$ cat src/rtl/sum_collector_pkg.sv
// sum_collector_pkg: shared types for the sum result collector and its FIFO.
package sum_collector_pkg;
  localparam int SUM_W = 5;
  typedef logic [SUM_W-1:0] sum_t;
  typedef enum logic [1:0] {EMPTY, PARTIAL, FULL} fifo_state_e;
endpackage

$ cat src/rtl/sum_fifo.sv
// sum_fifo: synchronous FIFO with occupancy-driven EMPTY/PARTIAL/FULL state.
module sum_fifo
  import sum_collector_pkg::*;
#(
  parameter int DEPTH = 4,
  parameter type T = sum_t,
  localparam int AW = $clog2(DEPTH),
  localparam int CW = $clog2(DEPTH + 1)
) (
  input  logic          clk,
  input  logic          rst_n,
  input  logic          i_push,
  input  logic          i_ready,
  input  T              i_data,
  output T              o_data,
  output logic          o_valid,
  output logic          o_full,
  output logic [CW-1:0] o_count
);
  T              r_mem [DEPTH];
  logic [AW-1:0] r_rptr, r_wptr;
  logic [CW-1:0] r_count;
  fifo_state_e   r_state;
  logic          w_pop;
  logic [CW-1:0] w_next;
  assign w_pop  = o_valid & i_ready;
  assign w_next = r_count + CW'(i_push) - CW'(w_pop);
  always_ff @(posedge clk) begin
    if (!rst_n) begin
      r_rptr  <= '0;
      r_wptr  <= '0;
      r_count <= '0;
      r_state <= EMPTY;
    end else begin
      r_rptr  <= r_rptr + AW'(w_pop);
      r_wptr  <= r_wptr + AW'(i_push);
      r_count <= w_next;
      r_state <= (w_next == '0) ? EMPTY : (w_next == CW'(DEPTH)) ? FULL : PARTIAL;
    end
  end
  // Storage is deliberately left unreset; the pointers alone define what is live.
  always_ff @(posedge clk) begin
    if (i_push) r_mem[r_wptr] <= i_data;
  end
  assign o_valid = r_state != EMPTY;
  assign o_full  = r_state == FULL;
  assign o_data  = o_valid ? r_mem[r_rptr] : '0;
  assign o_count = r_count;
endmodule

$ cat src/rtl/sum_result_collector.sv
// sum_result_collector: captures one adder sum per done rising edge into a FIFO.
// Optional running total/count enabled by SUM_RESULT_COLLECTOR_ACC_EN.
module sum_result_collector
  import sum_collector_pkg::*;
#(
  parameter int DEPTH = 4
`ifdef SUM_RESULT_COLLECTOR_ACC_EN
  , parameter int ACC_W = 12
`endif
) (
  input  logic                           clk,
  input  logic                           rst_n,
  input  sum_t                           s,
  input  logic                           done,
  input  logic                           out_ready,
  input  logic                           ovf_clr,
  output logic                           out_valid,
  output sum_t                           out_data,
  output logic [$clog2(DEPTH+1)-1:0]     count,
  output logic                           overflow
`ifdef SUM_RESULT_COLLECTOR_ACC_EN
  , output logic [ACC_W-1:0]             acc_total
  , output logic [7:0]                   acc_cnt
`endif
);
  logic r_done_q, r_overflow;
  logic w_cap, w_full, w_push, w_drop;
  assign w_cap  = done & ~r_done_q;
  // A full FIFO still accepts when the head leaves in the same cycle.
  assign w_push = w_cap & (~w_full | (out_valid & out_ready));
  assign w_drop = w_cap & ~w_push;
  always_ff @(posedge clk) begin
    if (!rst_n) begin
      r_done_q   <= 1'b0;
      r_overflow <= 1'b0;
    end else begin
      r_done_q   <= done;
      r_overflow <= w_drop | (r_overflow & ~ovf_clr);
    end
  end
  assign overflow = r_overflow;
  sum_fifo #(.DEPTH(DEPTH), .T(sum_t)) u_fifo (
    .clk     (clk),
    .rst_n   (rst_n),
    .i_push  (w_push),
    .i_ready (out_ready),
    .i_data  (s),
    .o_data  (out_data),
    .o_valid (out_valid),
    .o_full  (w_full),
    .o_count (count)
  );
`ifdef SUM_RESULT_COLLECTOR_ACC_EN
  logic [ACC_W-1:0] r_acc_total;
  logic [7:0]       r_acc_cnt;
  always_ff @(posedge clk) begin
    if (!rst_n) begin
      r_acc_total <= '0;
      r_acc_cnt   <= '0;
    end else if (w_push) begin
      r_acc_total <= r_acc_total + ACC_W'(s);
      r_acc_cnt   <= r_acc_cnt + 8'd1;
    end
  end
  assign acc_total = r_acc_total;
  assign acc_cnt   = r_acc_cnt;
`endif
endmodule

$ cat config.mk
export PLATFORM = sky130hd
export DESIGN_NAME = sum_result_collector
export DESIGN_NICKNAME = d
export VERILOG_FILES = /design/src/rtl/sum_collector_pkg.sv /design/src/rtl/sum_fifo.sv /design/src/rtl/sum_result_collector.sv
export SDC_FILE = /design/constraint.sdc
export NUM_CORES = 1
export LEC_CHECK = 0
export ABC_AREA = 1
export BUFFER_PORTS_ARGS = -buffer_cell sky130_fd_sc_hd__buf_2
export CORE_ASPECT_RATIO = 2
export CORE_MARGIN = 2
export CORE_UTILIZATION = 45
export DETAILED_ROUTE_END_ITERATION = 10
export GPL_TIMING_DRIVEN = 0
export HOLD_SLACK_MARGIN = 0.06
export PLACE_DENSITY = 0.69
export SYNTH_ARGS = -nofsm -noshare
export SYNTH_HDL_FRONTEND = slang
export SYNTH_SLANG_ARGS = --single-unit
$ cat constraint.sdc
create_clock -name clk -period 4 [get_ports clk]
set_input_delay 0.4 -clock clk [delete_from_list [all_inputs] [get_ports clk]]
set_output_delay 0.4 -clock clk [all_outputs]
set_load 0.02 [all_outputs]
### After elaboration in Yosys (flattened, before gate mapping)

Memory sizes are Yosys's and may differ from the RTL's. A register that Yosys moved wholly into a read port is not among the register bits.
Index checks and enable logic that the tools add are counted.
W data, S select, Z words.

| word-level totals | value |
|---|---|
| flip-flop bits (word level) | 11 |
| bits in writable memories | 20 |
| output and inout port bits | 10 |
| word-level logic and storage cells | 33 |
| memories | 1 |

Memories:

| name | words | width | rd ports | clocked after memory_dff | wr ports | RTL line | source |
|---|---|---|---|---|---|---|---|
| u_fifo.r_mem | 4 | 5 | 1 | 1 | 1 | sum_fifo.sv:20 | `T r_mem [DEPTH];` |

| operators by class | value |
|---|---|
| add/sub/neg operators | 4 |
| equality and inequality tests | 2 |
| muxes and demuxes | 5 |
| bitwise operators | 12 |
| reduce and logical (&&, ||, !) cells | 3 |

Operator list:

| kind | number |
|---|---|
| $and A1 B1 Y1 | 5 |
| $mux W5 | 1 |
| $not A1 Y1 | 5 |
| $add A2 B1 Y2 | 2 |
| $mux W2 | 2 |
| $add A3 B1 Y3 | 1 |
| $eq A3 B3 Y1 const B | 1 |
| $logic_not A3 Y1 | 1 |
| $sub A3 B1 Y3 | 1 |
| $eq A2 B2 Y1 const B | 1 |
| $mux W1 | 2 |
| $or A1 B1 Y1 | 2 |
| $reduce_bool A2 Y1 | 1 |
| $reduce_or A2 Y1 | 1 |

### Longest topological paths before layout

Gate-level depths: netlist of the first run.

| logic depth | value |
|---|---|
| depth after elaboration | 8 |
| mapped depth | 12 |

### By module

Synthesis of the first run repeated with hierarchy kept, for this count alone.

| second synthesis, totals | value |
|---|---|
| cells, all modules | 141 |
| area, all modules | 1,332.5 um2 |

Modules (own cells, without submodules):

| module | instances | cells each | area an instance (um2) | sequential area each (um2) |
|---|---|---|---|---|
| sum_fifo | 1 | 126 | 1,239.9 | 780.7 |
| sum_result_collector | 1 | 15 | 92.6 | 40.0 |

### Worst setup path after synthesis of the first run

No wires, ideal clock.

| timing path | value |
|---|---|
| kind | register to register |
| from | register u_fifo.r_state[1] |
| to | register u_fifo.r_state[1] |
| arrival time | 1.792 ns |
| setup slack | 2.096 ns |
| cell stages (with the launch flop) | 11 |
| cell sequence | dfxtp_1 > nor2_1 > nor2_1 > ha_1 > inv_1 > ha_1 > inv_1 > fa_1 > nand3b_1 > nand3_1 > nor2_1 |

| on the way | value |
|---|---|
| longest elaborated chain between the ends | 8 |
| elaborated cells on any way between the ends | 12 |

Ends and longest elaborated chain:

| item | RTL line | source |
|---|---|---|
| from (decl) | sum_fifo.sv:23 | `fifo_state_e r_state;` |
| from (signal assigned) | sum_fifo.sv:38 | `r_state <= (w_next == '0) ? EMPTY : (w_next == CW'(DEPTH)) ? FULL : PARTIAL;` |
| $reduce_bool A2 Y1 or $eq A2 B2 Y1 (tied branches) | sum_fifo.sv:45, sum_fifo.sv:46 |  |
| $and A1 B1 Y1 or $not A1 Y1 (tied branches) | sum_fifo.sv:26, sum_result_collector.sv:30 |  |
| $or A1 B1 Y1 | sum_result_collector.sv:30 | `assign w_push = w_cap & (~w_full \| (out_valid & out_ready));` |
| $and A1 B1 Y1 | sum_result_collector.sv:30 |  |
| $add A3 B1 Y3 | sum_fifo.sv:27 | `assign w_next = r_count + CW'(i_push) - CW'(w_pop);` |
| $sub A3 B1 Y3 * | sum_fifo.sv:27 |  |
| $eq A3 B3 Y1 or $logic_not A3 Y1 (tied branches) | sum_fifo.sv:38 |  |
| $mux W2 or $reduce_or A2 Y1 (tied branches) | -- |  |

Mark *: on every way between the ends. The rest lies on a longest branch, timed or not.
A chain may end at the register's enable or synchronous reset.

### Worst setup path in the final report of the first run

Ends and elaborated chain as after synthesis.

==> results.ini, run 1 <==
[cts]
htreeDepth=2
path_clk_slew_ns=0.06
clk_latency_ns=0.28
post_cts_resize_count=0
cts.hold.buffers_added=0
cts_setup_buffers=0
numCtsBuffers=5
cts_sinks=31
cts_tree=built
root_buffer=clkbuf_8
cts_max_path_buffers=2

[setup_path]
slowest_stage=nor2_1
cp_top_family=simple AND/OR/NAND/NOR gates
crit_path_cell_trace=nor2_1 -> nor2_1 -> ha_1 -> inv_1 -> ha_1 -> inv_1 -> fa_1 -> nand3b_1 -> nand3_1 -> nor2_1
timing.rr.end=u_fifo.r_state[1]
worst_ep_required_time_ns=4.18
cp-endpoint=u_fifo.r_state[1]
timing.rr.start=u_fifo.r_state[1]
path_common_cell=nor2_1
worst-r2r-setup-slack_ns=1.72
worstSetupStartpointType=flip-flop
path_class=reg -> reg
arrival_ns=2.46
path_depth=10
crit_fanout=7
critPathBufInv=2
endpoint_kind=flip-flop
max_stage_delay_ns=0.44
reg2reg_depth=10
crit_path_start=u_fifo.r_state[1]

[power_and_ir_drop]
vdd_ir_drop_max_v=0.0004040
cellLeakagePower_nw=0.7737
powerDensity_nw_per_um2=675.6
power_mw=1.076

[logic_synthesis]
yosysMostFrequentCell=nand2_1
ys_seq_area_share_pct=61.14
synthArstFlopShare_pct=0
ys_types=16
synth-seq-cells=31
syn_area_per_cell_sq_um=9.522
synthTopCellsByCount=nand2_1 (41), inv_1 (29), edfxtp_1 (20)
post-synth-top-area-cell=edfxtp_1
synth_area_leaders=edfxtp_1 (45%), dfxtp_1 (16%), nand2_1 (11%)
synth-edff-count=20
syn_inst=141
yosysWarnings=0
yosysTopAreaCellShare_pct=44.73
yosys_most_used_dff=edfxtp_1
synth_area_sq_um=1343
syn_nets=156

[place]
portBuffers=19
dp_hpwl_microns=1847
gp_congestion=0.7976
post_dp_cell_area_sq_um=1475

[die]
start_util_pct=46.17
io_pins=20
dieArea_sq_um=3463
fp.dieW_microns=42.62
num_rows=28
chipHeight_microns=81.25
coreArea_sq_um=2908

[sta]
period_share_pct=56.95
fin_crit_ns=2.278
setup_tns_ns=0
maxSlewViolCount=0
finalSetupViolCount=0
final-hold-violation-count=0
rsz0062_at_grt=no
slew-limit-headroom_pct=48.12
fin_worst_skew_ns=0.005816
tightest_slew_ns=0.7722
clock.fmax_mhz=439.0

[detailed_routing]
drt-wirelength-per-cell_microns=11.94
drt_first_pass_iters=4
wl_met2_microns=1385
wl_met1_microns=772
vias=967
vias_per_cell=4.884
routed_wirelength_microns=2364
ant_nets=0
wl_met3_microns=90
drt_iter0_drc=12
topRoutingLayerUsed=met4
drc=0

[grt]
grt_max_degree=11
grt_pass1_wl_microns=3981
grt-ovfl-total=0
antenna_found_initial=0
grt_pass1_vias=971
grt.total_usage_pct=16.08

[final_layout]
drive_gt1_share_pct=19.64
multi_input_area_sq_um=382.9
layout.nets=182
final_area_sq_um=1593
n_antenna_cell=0
fillCellCount=263
area_growth_pct=18.64
seq_area_sq_um=820.8

[job]
max-cap-violations=0

[status]
outcome=finished clean

[worst_hold_path]
hold_path.class=in -> reg

[per-layer routing]
layer  track usage, %  vias up
li1                 -      486
met1            13.12      446
met2            30.61       23
met3            3.333       12
met4            13.44        0
met5                0        -
[metrics by stage]
stage / hold WS [ns] / utilization, % / worst slack [ns] / std cells
after floorplan: 0.4935 / - / 2.096 / 141
after global placement: 0.4503 / 50.73 / 1.796 / 190
after detailed placement: 0.4847 / 50.73 / 1.731 / 190
after CTS: 0.3077 / 54.78 / 1.702 / 198
after global routing: 0.3220 / 54.78 / 1.532 / 198
final: 0.3080 / 54.78 / 1.722 / 198
[final cells by class]
type / count / share of cell area (%)
sequential: 31 / 51.53
clock buffer: 6 / 5.185
tap: 30 / 2.357
inverter: 31 / 7.306
timing repair buffer: 19 / 5.970
multi-input combinational: 77 / 24.04
clock inverter: 2 / 2.200
buffer: 2 / 1.414
[kinds of logic after synthesis]
group / after synthesis / share of synthesized area (%)
xor+xnor: 2 / 1.305
compound gates: 7 / 2.609
buf+inv: 33 / 10.34
fa+ha+maj: 5 / 5.219
simple gates: 63 / 19.39
flops: 31 / 61.14
[how the worst min path moves through the flow]
stage,from,endpoint,slack (ns),cells after the start
after floorplan,done,r_done_q,0.49,2
after global placement,overflow,overflow,0.45,2
after detailed placement,overflow,overflow,0.48,2
after CTS,done,r_done_q,0.31,3
after global routing,done,r_done_q,0.32,3
final,done,r_done_q,0.31,3
[where the power goes]
| group | switching [mW] | internal (mW) | leakage [nW] |
|---|---|---|---|
| logic | 0.231 | 0.123 | 0.439 |
| clock network | 0.110 | 0.201 | 0.0612 |
| registers | 0.0253 | 0.385 | 0.273 |
| total | 0.367 | 0.709 | 0.774 |
[tightest hold or removal path, delay by kind of cell]
kind | cells | cell delay [ns]
AND/OR/NAND/NOR | 1 | 0.04
buffers and inverters | 2 | 0.12
[registers in the layout, indices dropped and copies added, names as in the netlist]
signal,count
u_fifo.r_wptr,2
u_fifo.r_mem,20
u_fifo.r_state,2
r_done_q,1
u_fifo.o_count,3
overflow,1
u_fifo.r_rptr,2
[cell usage in the layout (no fill, tap or decap)]
cell and instances:
a21oi_1 7, buf_2 19, buf_6 2, bufinv_16 1
clkbuf_8 6, clkinv_2 1, dfxtp_1 11, edfxtp_1 20
fa_1 1, ha_1 4, inv_1 29, inv_2 2
nand2_1 41, nand2_2 1, nand3_1 8, nand3b_1 1
nor2_1 7, nor2_2 1, nor3_1 4, xnor2_1 2
No activity file was read; power rests on OpenSTA's default activity.
==> run 2, diff against run 1 <==
Settings changed: ABC_AREA 1 to 0, PLACE_DENSITY 0.69 to 0.7.
Clock period 4 ns to 2.29 ns, I/O delays scaled along.
==> run 2 against run 1 <==
Clock power is 26% higher. Wire length is 9.6% lower. Clock-buffer cell count is 1 higher. Sequential share of layout area is 2.0 points higher. Highest routed layer unchanged. Largest power group unchanged. Setup slack worse by 1.6 ns. Synthesized cell count is 37% lower. Critical path depth is 1 lower. Cell count is 26% lower. Clock skew is 0.0017 ns lower. Critical path type unchanged. Power is 65% higher.
==> results.ini, run 2 <==
[status]
outcome=finished clean

[final_layout]
layout_common_cells=buf_2 (20), edfxtp_1 (20), mux2i_1 (12)
area_growth_pct=19.36
n_antenna_cell=0  ; unchanged
largest_reg_flops=20  ; unchanged
drive_gt1_share_pct=32.48  ; +13 points
final_area_sq_um=1543  ; -3.1%
regMostFlops=u_fifo.r_mem
final_cells=146  ; -26%
layout.nets=131  ; -28%

[worst_hold_path]
hold_path.class=in -> reg
hp-start=s[3]

[sta]
slew-limit-headroom_pct=17.40  ; -31 points
tightest_slew_ns=1.222  ; +0.4496 ns
clock.fmax_mhz=460.6  ; +4.9%
finalSetupViolCount=0  ; unchanged
fin_crit_ns=2.171  ; -0.1068 ns
fin_worst_skew_ns=0.004106  ; -0.001710 ns
setup_tns_ns=0  ; unchanged
period_share_pct=94.81  ; +38 points
rsz0062_at_grt=no
holdWs_ns=0.1674  ; -0.1406 ns
final-hold-violation-count=0  ; unchanged
maxSlewViolCount=0  ; unchanged

[setup_path]
cp-endpoint=u_fifo.r_state[1]
timing.rr.end=u_fifo.r_state[1]
arrival_ns=2.37  ; -0.09 ns
worst_ep_required_time_ns=2.49  ; -1.69 ns
path_class=reg -> reg
timing.rr.start=u_fifo.r_state[0]
worstSetupStartpointType=flip-flop
endpoint_kind=flip-flop
worst-r2r-setup-slack_ns=0.12  ; -1.60 ns
crit_fanout=4  ; -3
reg2reg_depth=9  ; -1
crit_path_start=u_fifo.r_state[0]

[grt]
grt_pass1_wl_microns=3505  ; -12%
grt.total_usage_pct=14.56  ; -1.5 points
grt-ovfl-total=0  ; unchanged
grt_pass1_vias=783  ; -19%
grt_max_degree=11  ; unchanged
antenna_found_initial=0  ; unchanged

[logic_synthesis]
synthTopCellsByCount=edfxtp_1 (20), mux2i_1 (12), dfxtp_1 (11)
yosysWarnings=0  ; unchanged
synth_area_sq_um=1292  ; -3.7%
ys_seq_area_share_pct=63.50  ; +2.4 points
ys_types=28  ; +12
synth_area_leaders=edfxtp_1 (46%), dfxtp_1 (17%), mux2i_1 (9.3%)
yosysTopAreaCellShare_pct=46.47  ; +1.7 points
synthArstFlopShare_pct=0  ; unchanged
post-synth-top-area-cell=edfxtp_1
syn_nets=104  ; -33%
synth-seq-cells=31  ; unchanged
syn_inst=89  ; -37%
synth-edff-count=20  ; unchanged
yosysMostFrequentCell=edfxtp_1
syn_area_per_cell_sq_um=14.52  ; +53%
yosys_most_used_dff=edfxtp_1

[place]
portBuffers=19  ; unchanged
post_dp_cell_area_sq_um=1424  ; -3.5%
dp_hpwl_microns=1572  ; -15%
dp_cells=137  ; -28%
gp_congestion=0.7009  ; -12%

[detailed_routing]
drt_first_pass_iters=4  ; unchanged
drt_iter0_drc=25  ; +13
vias=773  ; -20%
ant_nets=0  ; unchanged
routed_wirelength_microns=2136  ; -9.6%
vias_per_cell=5.295  ; +8.4%
drc=0  ; unchanged
drt-wirelength-per-cell_microns=14.63  ; +23%

[power_and_ir_drop]
powerDensity_nw_per_um2=1152  ; +71%
power_mw=1.777  ; +65%
cellLeakagePower_nw=0.6071  ; -22%
vdd_ir_drop_max_v=0.0009503  ; +140%

[job]
max-cap-violations=0  ; unchanged

[die]
start_util_pct=47.23  ; +1.1 points
coreArea_sq_um=2736  ; -5.9%
dieArea_sq_um=3343  ; -3.5%
io_pins=20  ; unchanged
chipHeight_microns=79.79  ; -1.8%
fp.dieW_microns=41.90  ; -1.7%
num_rows=27  ; -3.6%

[cts]
cts_sinks=31  ; unchanged
cts.hold.buffers_added=0  ; unchanged
htreeDepth=2  ; unchanged
root_buffer=clkbuf_8
cts_max_path_buffers=2  ; unchanged
path_clk_slew_ns=0.06  ; about the same
clk_latency_ns=0.27  ; about the same
numCtsBuffers=5  ; unchanged
cts_tree=built

run 2: cell types whose count changed in the layout (fill, tap and decap cells not counted), moves of 3 or more:
cell,change
nand3_1,-8
and2_1,+6
mux2i_1,+12
o22ai_1,+5
nand2_1,-39
nor2_1,-6
a21oi_1,-7
inv_1,-26
nor3_1,-3
run 2: routing by layer:
metal  vias to the layer above  wire length (microns)  global-route usage (%)
li1                        384                      -                       -
met1                       365                    751                   12.13
met2                        20                   1262                   28.59
met3                         4                     85                   3.846
met4                         0                     36                   8.710
met5                         -                      0                       0
run 2: per-stage QoR:
stage | setup WS, ns | utilization, %
global route | 0.02846 | 56.38
global placement | 0.1024 | 52.03
floorplan | 0.1416 | -
detailed placement | 0.07480 | 52.03
finish | 0.1190 | 56.38
CTS | 0.01954 | 55.01
run 2: logic make-up (layout without fill, tap and decap cells):
group                      Yosys count  after routing  synth area share (%)
AOI/OAI and AO/OA                    9              9                 4.744
xor gates and xnor gates             3              3                 2.033
muxes                               12             12                 9.294
adders and majority gates            5              5                 5.421
DFF                                 31             31                 63.50
and+or+nand+nor                     23             23                 12.59
buffers and inverters                6             34                 2.419
run 2: report_power, final:
group	leakage [nW]	switching, mW	internal, mW
logic	0.291	0.359	0.283
clock network	0.0422	0.178	0.212
registers	0.274	0.0600	0.685
total	0.607	0.597	1.18
run 2: how the worst min path moves through the flow:
stage	to	slack, ns	cells past startpoint
2_1_floorplan	u_fifo.r_mem[0][0]	0.33	0
3_5_place_dp	u_fifo.r_mem[3][3]	0.45	1
5_1_grt	u_fifo.r_mem[2][0]	0.16	1
4_1_cts	u_fifo.r_mem[3][3]	0.16	1
3_3_place_gp	u_fifo.r_mem[2][3]	0.44	1
6_report	u_fifo.r_mem[3][3]	0.17	1
run 2: final cells by class:
cell class	count	area, sq um
Sequential cell	31	825.8
Fill cell	227	1194
Tap cell	29	36.28
Buffer	2	16.27
Timing Repair Buffer	20	102.6
Clock inverter	1	5.005
Clock buffer	7	76.32
Multi-Input combinational cell	52	465.4
Inverter	4	15.01
run 2: what timing repair did:
action	4_1_cts	5_1_grt
resized for setup	0	9
setup buffers	0	1
endpoints found under the hold margin	0	0
endpoints found under the setup margin	0	2
run 2: critical path: stages (launching register included):
cell and delay (ns):
dfxtp_4 0.36, or2_2 0.28, and2_4 0.18, ha_4 0.23, inv_2 0.04, ha_1 0.13, inv_1 0.06, fa_2 0.58
nand4bb_1 0.12, mux2i_1 0.12
